[config.mk]
export PLATFORM = sky130hd
export DESIGN_NAME = stopwatch_display_scan
export DESIGN_NICKNAME = d
export VERILOG_FILES = /design/src/rtl/stopwatch_display_scan.sv
export SDC_FILE = /design/constraint.sdc
export NUM_CORES = 1
export LEC_CHECK = 0
export CAP_MARGIN = 20
export CORE_ASPECT_RATIO = 0.9
export CORE_MARGIN = 3
export CORE_UTILIZATION = 40
export DETAILED_ROUTE_END_ITERATION = 16
export SYNTH_ARGS = -nofsm -noshare
export SYNTH_HDL_FRONTEND = slang
export SYNTH_SLANG_ARGS = --single-unit
export TNS_END_PERCENT = 10
[constraint.sdc]
create_clock -name clk -period 3.7 [get_ports clk]
set_clock_uncertainty 0.15 [all_clocks]
set_input_delay 0.74 -clock clk [delete_from_list [all_inputs] [get_ports clk]]
set_output_delay 0.74 -clock clk [all_outputs]
set_load 0.02 [all_outputs]
[src/rtl/stopwatch_display_scan.sv]
// Multiplexed 4-digit common-anode 7-segment driver for the stopwatch (M.SS.d).
// Optional build macro: LEADING_ZERO_BLANK_EN blanks a zero minutes digit.
module stopwatch_display_scan #(
    parameter int SCAN_DIV = 50000,
    parameter int GUARD    = 2
) (
    input  logic       clk,
    input  logic       rst,
    input  logic [4:1] decimo,
    input  logic [4:1] uni_segundo,
    input  logic [4:1] dec_segundo,
    input  logic [4:1] minuto,
    output logic [7:1] seg,
    output logic       dp,
    output logic [4:1] an
);

    localparam int CW = $clog2(SCAN_DIV);
    localparam logic [CW-1:0] LAST = CW'(SCAN_DIV - 1);

`ifdef LEADING_ZERO_BLANK_EN
    localparam bit BLANK_LZ = 1'b1;
`else
    localparam bit BLANK_LZ = 1'b0;
`endif

    logic [CW-1:0] cnt;
    logic [1:0]    idx;
    logic [4:1]    snap_dec, snap_uni, snap_dseg, snap_min;
    logic          slot_end;
    logic          in_guard;
    logic [3:0]    digit;
    logic [7:1]    seg_n;
    logic          dp_n;
    logic [4:1]    an_n;

    assign slot_end = (cnt == LAST);

    generate
        if (GUARD == 0) begin : g_noguard
            assign in_guard = 1'b0;
        end else begin : g_guard
            localparam logic [CW-1:0] GUARD_C = CW'(GUARD);
            assign in_guard = (cnt < GUARD_C);
        end
    endgenerate

    function automatic logic [6:0] bcd7(input logic [3:0] d);
        case (d)
            4'd0:    bcd7 = 7'h40;
            4'd1:    bcd7 = 7'h79;
            4'd2:    bcd7 = 7'h24;
            4'd3:    bcd7 = 7'h30;
            4'd4:    bcd7 = 7'h19;
            4'd5:    bcd7 = 7'h12;
            4'd6:    bcd7 = 7'h02;
            4'd7:    bcd7 = 7'h78;
            4'd8:    bcd7 = 7'h00;
            4'd9:    bcd7 = 7'h10;
            default: bcd7 = 7'h3F;
        endcase
    endfunction

    always_ff @(posedge clk or posedge rst) begin
        if (rst) begin
            cnt <= '0;
            idx <= '0;
        end else if (slot_end) begin
            cnt <= '0;
            idx <= idx + 2'd1;
        end else begin
            cnt <= cnt + CW'(1);
        end
    end

    // All four digits are captured together at the frame boundary so a frame never mixes old and new time.
    always_ff @(posedge clk or posedge rst) begin
        if (rst) begin
            snap_dec  <= '0;
            snap_uni  <= '0;
            snap_dseg <= '0;
            snap_min  <= '0;
        end else if (slot_end && idx == 2'd3) begin
            snap_dec  <= decimo;
            snap_uni  <= uni_segundo;
            snap_dseg <= dec_segundo;
            snap_min  <= minuto;
        end
    end

    always_comb begin
        digit = '0;
        seg_n = 7'h7F;
        dp_n  = 1'b1;
        an_n  = 4'hF;
        case (idx)
            2'd0: digit = snap_dec;
            2'd1: digit = snap_uni;
            2'd2: digit = snap_dseg;
            2'd3: digit = snap_min;
            default: digit = '0;
        endcase
        if (!in_guard) begin
            an_n  = ~(4'b0001 << idx);
            seg_n = bcd7(digit);
            dp_n  = ~idx[0];
            // The anode stays enabled while blanked so every slot keeps the same duty cycle.
            if (BLANK_LZ && idx == 2'd3 && snap_min == 4'd0) begin
                seg_n = 7'h7F;
                dp_n  = 1'b1;
            end
        end
    end

    always_ff @(posedge clk or posedge rst) begin
        if (rst) begin
            seg <= 7'h7F;
            dp  <= 1'b1;
            an  <= 4'hF;
        end else begin
            seg <= seg_n;
            dp  <= dp_n;
            an  <= an_n;
        end
    end

endmodule

==> run_results.csv <==
group,metric,value,unit
outcome,status,"complete, no violations",
drt,route.vias.total,1506,
pwr,seq_power_share,58.7,%
cts,cts_buffer_depth,2,
setup_path,crit_path_cell_trace,"inv_1 -> ha_1 -> mux2i_1 -> inv_1 -> ha_1 -> inv_1 -> o21ai_0 -> nand3_1",
yosys,synth-async-reset-ratio,100,%
setup_path,critPathMostFrequentCell,"inv_1",
drt,drc,0,
yosys,syn-mean-instance-area,11.9,um^2
global_routing,grt_use_met3,3.35,%
pwr,intPower,703,uW
yosys,syn-cell-area,2210,um^2
sta,finalHoldViolations,0,
pwr,switchingPower,199,uW
cts,cts_hold_buffers,0,
cts,cts_root_buf,"clkbuf_8",
place,place.gp.congestion,0.855,
pwr,leakagePower,0.00121,uW
cts,cts.sinks,46,
drt,totalWireLength,4.20,mm
setup_path,crit_fanout,11,
sta,setup_viol,0,
global_routing,use_met1,19.2,%
yosys,syn_nets,212,
global_routing,grt_overflow,0,
die,coreArea,5290,um^2
cts,cts_tree,"yes",
setup_path,crit_path_end_kind,"register",
yosys,synthTopCellsByArea,"dfrtp_1 39%, dfstp_2 14%, mux2_4 6.8%",
global_routing,grt_pass1_wl,7.09,mm
yosys,ys_warn_count,0,
drt,detail_route.vias_per_cell,5.27,
die,row_count,25,
place,port_buffers,29,
global_routing,top_usage_layer,"met2",
pwr,peakVddDrop,0.000179,V
sta,setup_tns,0,ns
yosys,synth-seq-area-share,52.8,%
cts,cts_setup_buffers,0,
sta,period_needed,2.56,ns
setup_path,path_class,"reg -> reg",
setup_path,worstPathArrival,2.62,ns
cts,clk_pin_slew_worst_paths,0.08,ns
cts,cts_buffers,5,
yosys,synth_seq_cells,46,
yosys,synth_edf_count,0,
die,start_util,41.8,%
drt,avgRoutedWirePerCell,14.7,um
global_routing,first_global_vias,1443,
pwr,p_comb_share,9.3,%
setup_path,required,3.76,ns
die,chipHeight,76.5,um
yosys,yosysUniqueCellTypes,39,
cells_and_area,synthToLayoutAreaGrowth,21.1,%
die,die_x,84.3,um
sta,relSlewSlack,47.0,%
cts,clock_latency,0.30,ns
global_routing,grt_max_degree,30,
global_routing,antenna_found_initial,0,
run,cap_violations,0,
pwr,clockPowerShare,32.0,%
die,ios,30,
min_path,hold_class,"reg -> reg",
global_routing,track_usage,13.6,%
cts,ctsResizeCount,0,
cells_and_area,num_antenna_cells,0,
die,dieArea,6450,um^2
global_routing,met2_usage,20.0,%
sta,fin_crit_sh,69.2,%
drt,dr.pass1.iters,6,
drt,postRouteAntennaNets,0,
setup_path,slowest_stage,"mux2i_1",
pwr,power_density,337,nW/um^2
sta,rsz0062_at_grt,"no",
yosys,synthFlopType,"dfrtp_1",
setup_path,start_kind,"register",
drt,drt-initial-drc-count,93,
cells_and_area,fin_nets,245,
setup_path,critPathMaxStageDelay,0.70,ns
sta,worst_pin_slew,0.773,ns
yosys,syn-instance-count,185,
sta,drv_slew,0,
pwr,total_power,902,uW
yosys,yosys.area.top_type,"dfrtp_1",
setup_path,cp_top_family,"multiplexers",
pwr,switching_share,22.0,%
yosys,synth_top_area_share,38.5,%
sta,fmax,391,MHz
setup_path,path_buf_inv,3,
cts,ctsHtreeMaxLevel,2,
place,dp_hpwl,3.13,mm
cells_and_area,drive_above_1_share,19.6,%
cells in the mapped netlist, types with 2 or more instances:
| library cell | number |
|---|---|
| a222oi_1 | 4 |
| ha_1 | 9 |
| nand3_1 | 11 |
| and3_1 | 4 |
| o21ai_0 | 7 |
| nand4_1 | 3 |
| xor2_1 | 8 |
| nor2_1 | 12 |
| a21oi_1 | 3 |
| inv_1 | 12 |
| xnor2_1 | 5 |
| nor4_1 | 3 |
| dfstp_2 | 12 |
| mux2i_1 | 4 |
| mux2_2 | 8 |
| a211oi_1 | 2 |
| and2_1 | 2 |
| mux2_4 | 10 |
| nand2_1 | 10 |
| dfrtp_1 | 34 |
| clkbuf_1 | 4 |
layout make-up:
type	count	area (um^2)
clock buffer	8	80.1
sequential	46	1170
fill	474	2610
inverter	12	45.0
tap	67	83.8
timing repair buffer	32	333
multi-input combinational	121	967
power by group through the flow:
stage	clock, uW	sequential [uW]	combinational (uW)
2_1_floorplan	0	545	34.3
3_3_place_gp	0	539	79.4
3_5_place_dp	0	539	81.6
4_1_cts	299	530	81.8
5_1_grt	326	531	92.6
6_report	289	529	84.0
metal layers:
metal | vias up | part of all wire (%)
met4 | 0 | 1.2
li1 | 713 | -
met5 | - | 0
met3 | 4 | 4.1
met1 | 748 | 49
met2 | 41 | 45
worst paths after layout:
| path | from | end | slack, ns | cells after the start |
|---|---|---|---|---|
| worst max-delay path | idx[0] | seg[4] | 1.14 | 8 |
| worst min-delay path | cnt[0] | cnt[0] | 0.33 | 1 |
| worst min register to register | cnt[0] | cnt[0] | 0.33 | 1 |
| worst max register to register | idx[0] | seg[4] | 1.14 | 8 |
| min in group asynchronous | rst | snap_uni[3] | 0.55 | 2 |
| max in group asynchronous | rst | seg[6] | 2.14 | 4 |
logic make-up after synthesis:
logic type / after synthesis / synth area share (%)
AND/OR/NAND/NOR: 56 / 14.3
flip-flops: 46 / 52.8
multiplexers: 22 / 12.7
AO/OA/AOI/OAI: 21 / 6.51
buffers and inverters: 18 / 3.45
XOR/XNOR: 13 / 5.15
adder cells (fa/ha/maj): 9 / 5.10
through the flow:
step	cells	hold WS (ns)	utilization (%)	worst slack [ns]	instance area (um^2)
after floorplan	185	0.275	-	1.36	2210
after global placement	277	0.293	48.6	1.33	2570
after detailed placement	277	0.308	48.6	1.17	2570
after CTS	285	0.323	50.1	1.16	2650
after global routing	286	0.353	50.6	0.918	2680
final	286	0.329	50.6	1.14	2680
flip-flops by register name, indices dropped and copies added, names as in the netlist:
name,flops
dp,1
snap_dec,4
idx,2
cnt,16
snap_min,4
snap_dseg,4
snap_uni,4
seg,7
an,4
worst reg2reg max path, stage by stage, from the launching register on:
cell     delay [ns]
dfrtp_1        0.42
inv_1          0.15
ha_1           0.34
mux2i_1        0.70
inv_1          0.11
ha_1           0.33
inv_1          0.04
o21ai_0        0.15
nand3_1        0.09
placed cells by master, fill, tap and decap left out, types with 3 or more instances in the layout:
master            n
dfrtp_1          34
clkdlybuf4s50_1  29
inv_1            12
nor2_1           12
dfstp_2          12
nand3_1          11
nand2_1          10
mux2_4           10
ha_1              9
mux2_2            8
xor2_1            8
o21ai_0           7
xnor2_1           5
clkbuf_8          5
a222oi_1          4
mux2i_1           4
and3_1            4
nor4_1            3
a21oi_1           3
nand4_1           3
clkbuf_1          3
(Power assumes the default switching activity.)
